==> config.mk <==
export PLATFORM = sky130hd
export DESIGN_NAME = fproc_meas_responder
export DESIGN_NICKNAME = d
export VERILOG_FILES = /design/src/rtl/fproc_meas_responder.sv
export SDC_FILE = /design/constraint.sdc
export NUM_CORES = 1
export LEC_CHECK = 0
export ABC_AREA = 1
export CORE_MARGIN = 2
export CORE_UTILIZATION = 47
export DETAILED_ROUTE_END_ITERATION = 16
export PLACE_DENSITY_LB_ADDON = 0.05
export SETUP_SLACK_MARGIN = 0.3
export SLEW_MARGIN = 15
export SYNTH_ARGS = -nofsm -noshare
export SYNTH_HDL_FRONTEND = slang
export SYNTH_SLANG_ARGS = --single-unit
export TNS_END_PERCENT = 30
==> constraint.sdc <==
create_clock -name clk -period 1.85 [get_ports clk]
set_clock_uncertainty 0.05 [all_clocks]
set_input_delay 0.37 -clock clk [delete_from_list [all_inputs] [get_ports clk]]
set_output_delay 0.37 -clock clk [all_outputs]
set_load 0.01 [all_outputs]
==> src/rtl/fproc_meas_responder.sv <==
// Answers per-core fproc requests from discriminated measurement results. Fresh hits respond one cycle
// after enable. Misses stall the core in WAIT and respond one cycle after the channel's next meas_valid.
module fproc_meas_responder #(
  parameter int N_CORES        = 8,
  parameter int N_MEAS_UNIT    = 8,
  parameter int DATA_WIDTH     = 32,
  parameter int FPROC_ID_WIDTH = 8
) (
  input  logic                      clk,
  input  logic                      reset,
  input  logic [N_MEAS_UNIT-1:0]    meas,
  input  logic [N_MEAS_UNIT-1:0]    meas_valid,
  input  logic [N_CORES-1:0]        fproc_enable,
  input  logic [FPROC_ID_WIDTH-1:0] fproc_id [N_CORES],
  output logic [N_CORES-1:0]        fproc_ready,
  output logic [DATA_WIDTH-1:0]     fproc_data [N_CORES]
);

  localparam int CW = (N_MEAS_UNIT > 1) ? $clog2(N_MEAS_UNIT) : 1;

  typedef enum logic {
    IDLE = 1'b0,
    WAIT = 1'b1
  } state_t;

  logic [N_MEAS_UNIT-1:0] res_q;
  logic [N_MEAS_UNIT-1:0] res_nxt;

  // A measurement arriving this cycle wins over the stored result.
  assign res_nxt = (meas_valid & meas) | (~meas_valid & res_q);

  always_ff @(posedge clk or negedge reset) begin
    if (!reset) begin
      res_q <= '0;
    end else begin
      res_q <= res_nxt;
    end
  end

  for (genvar c = 0; c < N_CORES; c++) begin : g_core
    state_t                 state_q;
    logic [CW-1:0]          lid_q;
    logic                   rdy_q;
    logic                   dat_q;
    logic [N_MEAS_UNIT-1:0] fresh_q;
    logic [N_MEAS_UNIT-1:0] clr;
    logic [CW-1:0]          id_ch;
    logic                   id_ok;
    logic                   hit;

    always_comb begin
      id_ch = fproc_id[c][CW-1:0];
      id_ok = $unsigned(32'(fproc_id[c])) < $unsigned(32'(N_MEAS_UNIT));
      hit   = id_ok && (fresh_q[id_ch] || meas_valid[id_ch]);
      clr   = '0;
      // A consume in the same cycle as a new strobe leaves the fresh bit clear.
      if (state_q == IDLE && fproc_enable[c] && hit) clr[id_ch] = 1'b1;
      if (state_q == WAIT && meas_valid[lid_q])      clr[lid_q] = 1'b1;
    end

    always_ff @(posedge clk or negedge reset) begin
      if (!reset) begin
        state_q <= IDLE;
        lid_q   <= '0;
        rdy_q   <= 1'b0;
        dat_q   <= 1'b0;
        fresh_q <= '0;
      end else begin
        rdy_q   <= 1'b0;
        fresh_q <= (fresh_q | meas_valid) & ~clr;
        case (state_q)
          IDLE: begin
            if (fproc_enable[c]) begin
              if (!id_ok) begin
                rdy_q <= 1'b1;
                dat_q <= 1'b0;
              end else if (hit) begin
                rdy_q <= 1'b1;
                dat_q <= res_nxt[id_ch];
              end else begin
                lid_q   <= id_ch;
                state_q <= WAIT;
              end
            end
          end
          WAIT: begin
            if (meas_valid[lid_q]) begin
              rdy_q   <= 1'b1;
              dat_q   <= meas[lid_q];
              state_q <= IDLE;
            end
          end
          default: state_q <= IDLE;
        endcase
      end
    end

    assign fproc_ready[c] = rdy_q;
    assign fproc_data[c]  = DATA_WIDTH'(dat_q);
  end

endmodule
==> impl_metrics.tcl <==
set metrics [dict create \
    fillers 2056 \
    rr_endpoint "g_core[6].dat_q" \
    swShare_pct 32.93 \
    yosysWarningCount 0 \
    numPortBuffers 105 \
    p_switching_mw 2.956 \
    antenna_found_initial 1 \
    status "finished clean" \
    pin_count 354 \
    worst_slack_ns 0.1965 \
    viasPerCell 4.794 \
    final_util_pct 63.32 \
    drive_gt1_share_pct 26.51 \
    cp_max_fo 7 \
    min_period_ns 1.654 \
    crit_required_ns 2.12 \
    die_area_mm2 0.02340 \
    final_hold_viol_count 0 \
    p_seq_share_pct 32.6 \
    drt-initial-drc-count 740 \
    globalRoute.totalOverflow 0 \
    vdd_drop_max_uv 673.3 \
    die_w_um 153.0 \
    syn_inst 1552 \
    power.internal_mw 6.022 \
    register_area_mm2 0.003029 \
    clock_latency_ns 0.44 \
    r2r-start "g_core[6].lid_q[0]" \
    fmax_ghz 0.6048 \
    fin_crit_sh_pct 89.38 \
    crit_end "g_core[6].dat_q" \
    dr.pass1.iters 6 \
    worst_slew_pin_slew_ns 0.6497 \
    cp-startpoint "g_core[6].lid_q[0]" \
    pre_cts_slack_ns -0.5509 \
    cp.arrival_ns 1.92 \
    grt_pass1_vias 8963 \
    multiInputGateArea_mm2 0.005959 \
    gp_congestion 0.9411 \
    dpl.cell_count 2110 \
    final_cell_mix "nand2_1, conb_1, buf_4" \
    core-area_mm2 0.02182 \
    initial_core_util_pct 47.79 \
    p_total_mw 8.978 \
    ys_ff_latch 120 \
    grt_use_total_pct 26.53 \
    slew_violations 0 \
    drv_cap 0 \
    max-slew-margin-rel_pct 56.69 \
    grt_max_degree 74 \
    mappedNetlistArea_mm2 0.01043 \
    wirelength_mm 32.54 \
    clockPowerShare_pct 39.0 \
    dp_hpwl_mm 23.61 \
    power.density_mw_per_mm2 649.7 \
    num_rows 54 \
    crit_path_end_kind "flip-flop" \
    h-tree-depth 4 \
    hold_class "in2reg" \
    wire_per_inst_um 14.88 \
    fin_cells 2187 \
    fp.dieH_um 153.0 \
    avgSynthCellArea_um2 6.720 \
    r2r_slack_ns 0.20 \
    setup_viol 0 \
    ys_seq_area_share_pct 28.79 \
    vias 10480 \
    clockRootBuffer "clkbuf_16" \
    cts_buffers 17 \
    cts_num_sinks 120 \
    cp-start-kind "flip-flop" \
    rr_worst_depth 10 \
    finalHoldWorstSlack_ns 0.3721 \
    final_common_cell "nand2_1" \
    pwr-share-comb_pct 28.4 \
    rsz0062_at_grt "yes" \
    cts_tree "built" \
    crit_type "reg2reg" \
    area_growth_pct 32.50 \
    grt_pass1_wl_mm 48.42 \
    clkTransAtPathRegs_ns 0.06 \
    ys_types 35 \
    postRouteAntennaNets 0 \
    clk_path_buf_depth 2 \
    drc 0 \
    p_leak_nw 7.023 \
    final_nets 1982 \
]
[layer usage]
layer / global-route usage (%) / share of wire [%] / vias to the layer above
met1: 36.53 / 43 / 4806
li1: - / - / 5150
met4: 10.54 / 2.5 / 0
met2: 41.47 / 47 / 466
met3: 4.820 / 7.6 / 62
met5: 0 / 0 / -
[flip-flops by register name, summed over array words and instances, names as in the netlist]
signal          cells
g_core.fresh_q     64
g_core.rdy_q        8
res_q               8
g_core.lid_q       24
g_core.dat_q        8
g_core.state_q      8
[how the worst min path moves through the flow]
stage	slack [ns]	cells after the start	end	start
6_report	0.37	4	g_core[1].lid_q[2]	fproc_id[50]
5_1_grt	0.40	3	res_q[6]	meas_valid[6]
4_1_cts	0.43	4	g_core[1].lid_q[1]	fproc_id[49]
3_5_place_dp	0.37	2	g_core[4].fresh_q[2]	reset
3_3_place_gp	0.38	2	g_core[4].fresh_q[2]	reset
2_1_floorplan	0.02	0	g_core[0].dat_q	reset
[power by group through the flow]
stage / Sequential (mW) / Combinational, mW / Clock (mW)
after floorplan: 2.84 / 1.57 / 0
after global placement: 2.93 / 2.14 / 0
after detailed placement: 2.93 / 2.15 / 0
after CTS: 2.91 / 2.35 / 3.58
after global routing: 2.94 / 2.75 / 3.68
final: 2.92 / 2.55 / 3.50
[synth_stat cells, drive strengths merged]
master	n	area share [%]
conb	1	0.036
o22ai	23	1.4
inv	144	5.2
or2	6	0.36
dfrtp	120	29
o21ai	94	4.8
nand4	10	0.60
buf	299	22
nand2	333	13
o21bai	38	2.7
nand3	102	5.2
o2111ai	1	0.084
and2	1	0.060
a21oi	13	0.62
nor2	304	12
nor3b	2	0.24
o211ai	39	2.9
nand3b	1	0.072
clkbuf	1	0.036
nor3	20	1.2
[final cells by class]
| type | instances | area share (%) |
|---|---|---|
| multi-input cells | 1236 | 43.13 |
| repair buffers | 372 | 23.77 |
| flip-flops and latches | 120 | 21.92 |
| inverters | 144 | 4.093 |
| clock buffers | 20 | 3.377 |
| well taps | 280 | 2.535 |
| clock inverters | 12 | 1.078 |
| repair inverters | 1 | 0.06338 |
| diodes | 2 | 0.03622 |
[critical path, cell delays in order, from the launching register on]
cell and delay, ns:
dfrtp_2 0.45, buf_6 0.14, o211ai_1 0.16, o21ai_1 0.10, nor2_2 0.23, nor2_4 0.09
buf_6 0.13, inv_4 0.05, nand2_4 0.04, nand2_2 0.05, nand2_1 0.04
[repair_timing]
action / CTS / global route
gates cloned: 4 / 0
setup endpoints to repair: 128 / 126
pin swaps: 30 / 52
buffers inserted: 19 / 19
gates resized for setup: 132 / 119
hold buffers: 1 / 0
hold endpoints to repair: 73 / 0
[stage by stage]
step                instance area, um2  setup TNS, ns
global route                     13810              0
finish                           13820              0
detailed placement               12290         -39.31
floorplan                        11360              0
global placement                 12290         -38.79
CTS                              13360              0
[cell families (layout without fill, tap and decap cells)]
family          count (synthesis)  count (layout)  synth area share (%)
simple gates                  779             779                 31.91
buf+inv                       444             549                 26.78
compound gates                208             209                 12.48
flops                         120             120                 28.79
other cells                     1             250               0.03596
No activity file was read; power rests on OpenSTA's default activity.
